### src/rtl/lsu_pkg.sv
// Shared types and exception cause codes for the load/store unit controller.
package lsu_pkg;

    typedef enum logic [1:0] {IDLE, REQ, WAIT, RESP} lsu_state_e;

    typedef enum logic [1:0] {
        SZ_B = 2'b00,
        SZ_H = 2'b01,
        SZ_W = 2'b10
    } size_e;

    localparam logic [3:0] EXC_LD_MISALIGN = 4'd4;
    localparam logic [3:0] EXC_LD_FAULT    = 4'd5;
    localparam logic [3:0] EXC_ST_MISALIGN = 4'd6;
    localparam logic [3:0] EXC_ST_FAULT    = 4'd7;

    // Encoding 11 has no size of its own and behaves as a word access.
    function automatic size_e decode_size(input logic [1:0] raw);
        case (raw)
            2'b00:   return SZ_B;
            2'b01:   return SZ_H;
            default: return SZ_W;
        endcase
    endfunction

endpackage

### src/rtl/lsu_store_align.sv
// Byte enables, lane-replicated store data and alignment check for one access.
module lsu_store_align
    import lsu_pkg::*;
(
    input  logic [1:0]  addr_lo,
    input  size_e       size,
    input  logic [31:0] wdata,
    output logic [3:0]  be,
    output logic [31:0] lane_data,
    output logic        misalign
);

    always_comb begin
        be        = 4'b1111;
        lane_data = wdata;
        misalign  = 1'b0;
        case (size)
            SZ_B: begin
                be        = 4'b0001 << addr_lo;
                lane_data = {4{wdata[7:0]}};
            end
            SZ_H: begin
                be        = addr_lo[1] ? 4'b1100 : 4'b0011;
                lane_data = {2{wdata[15:0]}};
                misalign  = addr_lo[0];
            end
            default: begin
                misalign  = |addr_lo;
            end
        endcase
    end

endmodule

### config.mk
export PLATFORM = sky130hd
export DESIGN_NAME = lsu_store_align
export DESIGN_NICKNAME = d
export VERILOG_FILES = /design/src/rtl/lsu_pkg.sv /design/src/rtl/lsu_store_align.sv
export SDC_FILE = /design/constraint.sdc
export NUM_CORES = 1
export LEC_CHECK = 0
export CORE_MARGIN = 3
export CORE_UTILIZATION = 27
export DETAILED_ROUTE_END_ITERATION = 12
export PLACE_DENSITY = 0.95
export SYNTH_ARGS = -nofsm -noshare
export SYNTH_HDL_FRONTEND = slang
export SYNTH_SLANG_ARGS = --single-unit
export TNS_END_PERCENT = 100
### constraint.sdc
create_clock -name vclk -period 1.29
set_input_delay 0.129 -clock vclk [all_inputs]
set_output_delay 0.129 -clock vclk [all_outputs]
set_load 0.01 [all_outputs]
==> run summary, run 1 <==
The count of nets left with antenna violations once routing finished came out at 0. For the total I/O pin count, the log shows 73. The cell area that synthesis handed to floorplanning was 521.8 µm².

The worst stage delay on the critical path was 320 ps; the height of the chip was 49.96 µm. Critical path startpoint category: an input port. The via count of the first global-routing pass is 774, and the count of non-filler cells in the finished layout is 166.

The reported leakage power is 0.0006332 µW, and the power density over the cells is 360.1 nW/µm². The run gives 0 as the initial antenna violation count. Walking the worst path, the cells encountered are buf_4 > nor2_4 > buf_4 > mux2_2 > clkdlybuf4s15_2. The startpoint identified for the worst hold timing path is wdata[5].

Data arrives at the worst endpoint at 1140 ps. At the end of routability-driven placement, the weighted congestion stood at 0.6699. The flow ran to the end, and the final reports show no timing, DRC or antenna violations. Number of instances in the synthesized netlist: 63. The aggregate global routing overflow was 0; the post-place instance area was 1240 µm². The setup violation total in the final timing report is 0. After layout, the clock buffer instance count stands at 0. In the layout the commonest cells are 30 x sky130_fd_sc_hd__clkdlybuf4s50_1, 25 x sky130_fd_sc_hd__dlygate4sd2_1, 16 x sky130_fd_sc_hd__mux2_2. By startpoint and endpoint, the worst setup path is classified as in2out.

The slowest stage of the critical path belongs to the cell sky130_fd_sc_hd__mux2_2. The detail-routed via count per cell works out to 4.608. For the final max-slew violation count, the log shows 0. The global router's overall resource usage was 0.1835; the global-route wire length before repair was 3.636 mm. After detailed routing, the average wire length per cell comes to 14.28 µm. The most critical setup path has its startpoint at size[1].

The tool flagged a number of max-cap violations equal to 0. The post-synthesis sequential area ratio was 0; the mean cell area of the mapped netlist was 8.282 µm². Entering global routing, the biggest net connects 9 pins.

The final layout contains routed wiring with a total length of 2.370 mm. The logs give 0.2926 for the starting density of the core and 155 for the total instance count after detailed placement. Fraction of final layout cells sized beyond drive strength 1: 0.3546.

VDD sags by at most 198.6 µV. The antenna diode count came out at 0. The die covers 2496 µm². The worst slew margin relative to its limit came out at 0.8742. Critical path endpoint category: a primary output. Setup repair after global routing could not meet its margin everywhere. STA puts the critical path data required time at 1160 ps. Summed over all nets, the half-perimeter wirelength after detailed placement is 1.821 mm.

The fmax came out at 0.7851 GHz. The number of unique standard cell types used by synthesis was 15; the number of search-and-repair iterations in the first detailed-routing pass was 4. The run gives 99 as the number of nets produced by synthesis. The routed layout has 765 vias.

The finished cells cover 1310 µm². The transition time of the tightest slew-check pin is 183.5 ps, and the first-iteration detailed-routing DRC count is 2. The remaining design rule violation count is 0, and the share of the clock period used by the worst path after layout is 0.9873. The register area was 0 µm²; the number of core rows was 15. The path type of the worst min-delay path is in2out. The x dimension of the die is 49.96 µm, and the clock period minus worst slack is 1274 ps.

Along the worst path, the maximum fanout reaches 5. Compared with the post-synthesis result, the final layout area differs by 151.1%. The tools report the warning count from the yosys run as 0. The tools report the number of failing hold endpoints at the final stage as 0. The critical path's most frequent cell is sky130_fd_sc_hd__buf_4.

The tools report the number of flip-flops and latches as 0. The port buffer count came out at 73. Leaving out fill and tap cells, the most frequent cell in the layout is sky130_fd_sc_hd__clkdlybuf4s50_1. The count of nets after finishing was 179. The core region is 1783 µm².
==> path summary, 6_finish.rpt <==
| path | endpoint | slack [ps] | cells after the start |
|---|---|---|---|
| hold / removal | lane_data[13] | 660 | 3 |
| setup / recovery | lane_data[12] | 20 | 5 |
==> critical path: cells and delay by family <==
| family | cells | cell delay [ps] |
|---|---|---|
| buffers and inverters | 3 | 520 |
| multiplexers | 1 | 320 |
| AND/OR/NAND/NOR | 1 | 180 |
==> stage by stage <==
step           hold WS (ps)    util  setup WS (ps)  total power, µW  TNS (ps)
3_3_place_gp           1199  0.6954         -573.1            480.6    -15760
5_1_grt               679.7  0.7347         -20.56            504.6    -45.04
3_5_place_dp           1196  0.6954         -615.7            492.6    -16660
4_1_cts               798.0  0.7270         -10.35            471.0    -10.35
2_1_floorplan         349.8       -          473.5            196.8         0
6_report              658.5  0.7347          16.33            471.8         0
==> power by group <==
| group | switching, µW | internal [µW] |
|---|---|---|
| Combinational | 182 | 290 |
| Sequential | 0 | 0 |
| Clock | 0 | 0 |
| Total | 182 | 290 |
==> synth_stat cells <==
library cell / n / area (µm²)
sky130_fd_sc_hd__a21o_1: 2 / 15.01
sky130_fd_sc_hd__a21oi_1: 1 / 5.000
sky130_fd_sc_hd__buf_4: 8 / 60.06
sky130_fd_sc_hd__buf_6: 3 / 33.78
sky130_fd_sc_hd__clkbuf_4: 1 / 7.510
sky130_fd_sc_hd__inv_1: 1 / 3.750
sky130_fd_sc_hd__mux2_2: 16 / 180.2
sky130_fd_sc_hd__mux2i_1: 8 / 80.08
sky130_fd_sc_hd__nand2_1: 8 / 30.03
sky130_fd_sc_hd__nand2b_1: 1 / 6.260
sky130_fd_sc_hd__nor2_1: 3 / 11.26
sky130_fd_sc_hd__nor2_4: 1 / 11.26
sky130_fd_sc_hd__o21ai_1: 2 / 10.01
sky130_fd_sc_hd__o21ai_2: 6 / 52.55
sky130_fd_sc_hd__o21bai_1: 2 / 15.01
==> kinds of logic (layout without fill, tap and decap cells) <==
group | after synthesis | after routing | share of synthesized area
buffers and inverters | 13 | 91 | 0.2014
AND/OR/NAND/NOR | 13 | 13 | 0.1127
AO/OA/AOI/OAI | 13 | 13 | 0.1870
multiplexers | 24 | 24 | 0.4988
==> layer usage <==
metal | GRT usage | routed length, µm | up-vias
li1 | - | - | 377
met1 | 0.1989 | 852 | 341
met2 | 0.3612 | 1238 | 47
met3 | 0.05740 | 278 | 0
met4 | 0 | 0 | 0
met5 | 0 | 0 | -
==> area by class of cell <==
type | instances | area [µm²]
well taps | 25 | 31.28
fillers | 152 | 473.0
multi-input cells | 50 | 416.7
inverters | 1 | 3.754
repair buffers | 90 | 858.3
==> repair_timing <==
action,CTS,global route
pin swaps,1,1
setup buffers,8,1
gates cloned,2,0
hold buffers,0,0
resized for setup,80,9
endpoints found under the setup margin,37,11
No activity file was read; power rests on OpenSTA's default activity.
==> run 2: changes to the inputs <==
SKIP_LAST_GASP = 1   (was default)
==> run 2 against run 1 <==
Effect of this change:
- via count grew 0.78%
- critical path depth shrank 2
- sequential share of layout area is the same
- largest cell class unchanged
==> run summary, run 2 (synthesis gave the netlist of run 1 again) <==
The number of core rows was 15 (unchanged). The average routed wire per standard cell came out at 14.23 µm (was 14.28 µm). The critical path startpoint category was an input port (unchanged). Core box area: 1783 µm² (unchanged). Setup repair after global routing could not meet its margin everywhere.

The path type of the worst min-delay path was in2out (unchanged). The x dimension of the die was 49.96 µm (unchanged); the port buffer count was 73 (unchanged). The run finished with clean final reports. The post-place instance area was 1240 µm² (unchanged); the global router's overall resource usage was 0.1841 (was 0.1835).

For the total via count after detailed routing, the log shows 771 (was 765). The maximum vdd drop came out at 199.9 µV (was 198.6 µV). The run gives 180 (was 179) as the count of nets after finishing.

The transition time of the tightest slew-check pin is 186.1 ps (was 183.5 ps), and the required time of the worst setup path is 1160 ps (about the same). The fraction of final layout cells sized beyond drive strength 1 was 0.3592 (was 0.3546). The critical path endpoint category was a primary output (unchanged).

The power density over the cells came out at 361.3 nW/µm² (was 360.1 nW/µm²). The run gives 0 (unchanged) as the number of flip-flops and latches. The number of antenna-violating nets in the routed design was 0 (unchanged). The logs give 2496 µm² (unchanged) for the floorplan die area and 0 (unchanged) for the initial antenna violation count.

The clock period minus worst slack is 1269 ps (was 1274 ps), and the met2 wire length is 1.252 mm (was 1.238 mm). Register area: 0 µm² (unchanged). The number of max-capacitance violations reported is 0 (unchanged), and the worst slew margin relative to its limit is 0.8724 (was 0.8742). The placed wire-length estimate was 1.821 mm (unchanged); the critical-path maximum fanout was 4 (was 5).

The run gives 0 (unchanged) as the aggregate global routing overflow. The first-iteration detailed-routing DRC count was 2 (unchanged). The reported leakage power is 0.0006420 µW (was 0.0006332 µW). The tools report the fmax as 0.7879 GHz (was 0.7851 GHz). The total routed wire length on the met1 layer was 837 µm (was 852 µm); the via count of the first global-routing pass was 773 (was 774).

The most common library cell in the layout ignoring fill and taps is sky130_fd_sc_hd__clkdlybuf4s50_1 (unchanged). For the met3 wirelength from detailed routing, the log shows 286 µm (was 278 µm). For the count of clock-net buffers in the final layout, the log shows 0 (unchanged). The number of hold buffers added after CTS was 0 (unchanged). The kind of critical path is in2out (unchanged). The final max-slew violation count was 0 (unchanged).

Total of fill cells in the finished design: 152 (unchanged). The height of the chip was 49.96 µm (unchanged); the remaining design rule violation count was 0 (unchanged). The run gives 4 (unchanged) as the number of search-and-repair iterations in the first detailed-routing pass. The global-route wire length before repair was 3.650 mm (was 3.636 mm); the total instance count after detailed placement was 155 (unchanged). The logs give 0 ps (unchanged) for the total negative setup slack and 1325 µm² (was 1310 µm²) for the cell area after layout. The final weighted congestion in routability-driven placement is 0.6699 (unchanged).

The total I/O pin count is 73 (unchanged), and the area growth from synthesis to layout is 154.0% (was 151.1%). The share of the clock period used by the worst path after layout came out at 0.9839 (was 0.9873). The total wire length after detailed routing is 2.377 mm (was 2.370 mm), and the count of non-filler cells in the finished layout is 167 (was 166). The minimum hold slack was 658.5 ps (about the same); the detail-routed via count per cell was 4.617 (was 4.608).

The tools report the pin count of the biggest net entering global routing as 9 (unchanged). The number of failing hold endpoints at the final stage is 0 (unchanged), and the setup violation total in the final timing report is 0 (unchanged). Commonest cells after routing, fill and taps aside: 30 x sky130_fd_sc_hd__clkdlybuf4s50_1, 25 x sky130_fd_sc_hd__dlygate4sd2_1, 16 x sky130_fd_sc_hd__mux2_2 (unchanged). The starting density of the core is 0.2926 (unchanged).

The uppermost metal layer occupied by signal nets was met3 (unchanged). The data arrival time at the worst-slack endpoint is 1140 ps (about the same). The cell count of the worst hold path was 3 (unchanged). The antenna diode count is 0 (unchanged).
-- run 2: report_power, final --
part           internal [µW]  switching, µW
Sequential                 0              0
Combinational            294            184
Clock                      0              0
-- run 2: final cells by class --
class	count	area, µm²	share of cell area
repair buffers	91	873.3	0.6591
multi-input cells	50	416.7	0.3144
well taps	25	31.28	0.02361
inverters	1	3.754	0.002833
-- run 2: layer usage --
layer,GRT usage,vias to the layer above
li1,-,376
met1,0.1953,344
met2,0.3656,51
met3,0.06042,0
met4,0,0
met5,0,-
-- run 2: path summary, 6_finish.rpt --
check,start,end
worst max-delay path,wdata[4],lane_data[20]
worst min-delay path,wdata[5],lane_data[13]
-- run 2: what timing repair did --
item,in CTS,in global routing
resized for setup,76,15
buffers inserted,8,2
pin swaps,1,1
cloned,2,0
endpoints found under the setup margin,37,19
-- run 2: metrics by stage --
step	total power [µW]	utilization	setup WS, ps
floorplan	196.8	-	473.5
global placement	480.6	0.6954	-573.1
detailed placement	492.6	0.6954	-615.7
CTS	470.5	0.7284	-168.6
global route	511.9	0.7432	-9.139
finish	478.7	0.7432	20.72
-- run 2: critical path, cell delays in order --
cell,delay (ps)
sky130_fd_sc_hd__clkdlybuf4s50_1,450
sky130_fd_sc_hd__mux2_2,280
sky130_fd_sc_hd__dlygate4sd2_1,280
==> run 3: changes to the inputs <==
SETUP_SLACK_MARGIN = 0.02   (was default)
SLEW_MARGIN = 5   (was default)
==> run 3 against run 2 <==
Effect of this change:
- fmax grew 2.1%
- final cell count is the same
- worst hold slack is essentially flat
- via count shrank 2.1%
- worst setup slack gained 27 ps
- sequential cell count is the same
- global-route usage shrank 0.62 points
- sequential share of layout area is the same
- count of clock-buffer cells in the layout is the same
- critical path depth is the same
- critical path type unchanged
- highest routed layer unchanged
==> run summary, run 3 (synthesis gave the netlist of run 1 again) <==
The flow ran to the end, and the final reports show no timing, DRC or antenna violations. The aggregate global routing overflow came out at 0 (unchanged). Startpoint of the most critical hold path: wdata[5] (unchanged). The kind of critical path is in2out (unchanged). The tools report the multi-input combinational cell area as 416.7 µm² (unchanged). The critical path startpoint category was an input port (unchanged). The maximum vdd drop was 188.2 µV (was 199.9 µV); the cell count of the worst hold path was 3 (unchanged).

The fraction of final layout cells sized beyond drive strength 1 is 0.3732 (was 0.3592). The number of flip-flops and latches is 0 (unchanged). Setup repair after global routing could not meet its margin everywhere. The number of search-and-repair iterations in the first detailed-routing pass is 4 (unchanged), and the global router's overall resource usage is 0.1779 (was 0.1841). For the total of fill cells in the finished design, the log shows 161 (was 152).

The detail-routed via count per cell works out to 4.521 (was 4.617). The path type of the worst min-delay path is in2out (unchanged). The height of the chip works out to 49.96 µm (unchanged). The number of max-capacitance violations reported came out at 0 (unchanged). Initial antenna violation count: 0 (unchanged). The required time of the worst setup path was 1160 ps (about the same). The port buffer count is 73 (unchanged). The starting density of the core came out at 0.2926 (unchanged).

The number of core rows is 15 (unchanged). The most common library cell in the layout ignoring fill and taps is sky130_fd_sc_hd__clkdlybuf4s50_1 (unchanged). The number of antenna-violating nets in the routed design is 0 (unchanged), and the average routed wire per standard cell is 14.04 µm (was 14.23 µm).

Commonest cells after routing, fill and taps aside: 28 x sky130_fd_sc_hd__clkdlybuf4s50_1, 25 x sky130_fd_sc_hd__dlygate4sd2_1, 16 x sky130_fd_sc_hd__mux2_2 (was 30 x sky130_fd_sc_hd__clkdlybuf4s50_1, 25 x sky130_fd_sc_hd__dlygate4sd2_1, 16 x sky130_fd_sc_hd__mux2_2). The count of non-filler cells in the finished layout came out at 167 (unchanged). The tools report the minimum hold slack as 658.1 ps (was 658.5 ps).

Pin count of the biggest net entering global routing: 9 (unchanged). The logs give 780 (was 773) for the via count of the first global-routing pass and 0.7214 (was 0.7432) for the core utilization of the finished layout. The share of the clock period used by the worst path after layout was 0.9633 (was 0.9839); the total wire length after detailed routing was 2.345 mm (was 2.377 mm). The reported leakage power is 0.0006430 µW (was 0.0006420 µW), and the global-route wire length before repair is 3.539 mm (was 3.650 mm). The run gives 2496 µm² (unchanged) as the floorplan die area.

The data arrival time at the worst-slack endpoint was 1110 ps (was 1140 ps). The run gives 0 µm² (unchanged) as the register area. The run gives 0 (unchanged) as the number of hold buffers added after CTS. For the core box area, the log shows 1783 µm² (unchanged). The final weighted congestion in routability-driven placement is 0.6699 (unchanged), and the transition time of the tightest slew-check pin is 177.2 ps (was 186.1 ps). The total via count after detailed routing came out at 755 (was 771).

The worst slew margin relative to its limit is 0.8785 (was 0.8724), and the number of failing hold endpoints at the final stage is 0 (unchanged). The clock period minus worst slack was 1243 ps (was 1269 ps); the count of nets after finishing was 180 (unchanged). Antenna diode count: 0 (unchanged). Area growth from synthesis to layout: 146.5% (was 154.0%). Power density over the cells: 357.6 nW/µm² (was 361.3 nW/µm²). The setup violation total in the final timing report was 0 (unchanged); the remaining design rule violation count was 0 (unchanged). The hold-critical path endpoint was lane_data[13] (unchanged).

The tools report the total instance count after detailed placement as 155 (unchanged). The logs give 1.821 mm (unchanged) for the placed wire-length estimate and 2 (unchanged) for the first-iteration detailed-routing DRC count. The tools report the critical path endpoint category as a primary output (unchanged). The critical-path maximum fanout is 1 (was 4), and the count of clock-net buffers in the final layout is 0 (unchanged). Final max-slew violation count: 0 (unchanged). The fmax was 0.8047 GHz (was 0.7879 GHz); the total I/O pin count was 73 (unchanged). The x dimension of the die is 49.96 µm (unchanged).
[run 3: changes by cell type in the layout (fill, tap and decap cells not counted)]
cell                              delta
sky130_fd_sc_hd__buf_2               +2
sky130_fd_sc_hd__clkbuf_2            +2
sky130_fd_sc_hd__clkdlybuf4s15_1     -2
sky130_fd_sc_hd__clkdlybuf4s50_1     -2
sky130_fd_sc_hd__dlymetal6s2s_1      +2
sky130_fd_sc_hd__buf_6               -1
sky130_fd_sc_hd__bufbuf_16           -1
[run 3: worst max-delay path: stages]
cell and delay [ps]:
sky130_fd_sc_hd__clkdlybuf4s50_1 420, sky130_fd_sc_hd__mux2_2 280, sky130_fd_sc_hd__dlygate4sd2_1 290
[run 3: stage by stage]
step | setup TNS, ps | setup WS (ps) | area [µm²] | total power (µW)
5_1_grt | -2.418 | -2.418 | 1286 | 494.4
3_5_place_dp | -16660 | -615.7 | 1240 | 492.6
4_1_cts | -126.2 | -38.54 | 1303 | 469.2
3_3_place_gp | -15760 | -573.1 | 1240 | 480.6
2_1_floorplan | 0 | 473.5 | 521.8 | 196.8
6_report | 0 | 47.35 | 1286 | 460.0
[run 3: how the worst max path moves through the flow]
stage	startpoint	to	slack, ps
after CTS	size[0]	lane_data[15]	-40
after global routing	size[1]	lane_data[10]	-2
after floorplan	size[1]	lane_data[10]	470
after global placement	size[1]	lane_data[13]	-570
after detailed placement	size[1]	lane_data[10]	-620
final	wdata[20]	lane_data[20]	50
[run 3: cell type report]
class	instances	share of cell area
Inverter	1	0.002918
Multi-Input combinational cell	50	0.3239
Tap cell	25	0.02432
Timing Repair Buffer	91	0.6488
[run 3: routing by layer]
metal	wire (µm)	GRT usage	share of wire	vias to the layer above
li1	-	-	-	374
met1	821	0.1846	0.35	334
met2	1247	0.3546	0.53	47
met3	276	0.06344	0.12	0
met4	0	0	0	0
met5	0	0	0	-
[run 3: repair_timing]
item | in CTS | in global routing
pin swaps | 1 | 1
endpoints found under the setup margin | 37 | 16
cloned | 1 | 0
gates resized for setup | 73 | 19
buffers inserted | 10 | 1
[run 3: report_power, final]
| group | leakage, µW | internal, µW | switching (µW) | total [µW] |
|---|---|---|---|---|
| logic | 0.000643 | 277 | 183 | 460 |
| clock network | 0 | 0 | 0 | 0 |
| registers | 0 | 0 | 0 | 0 |
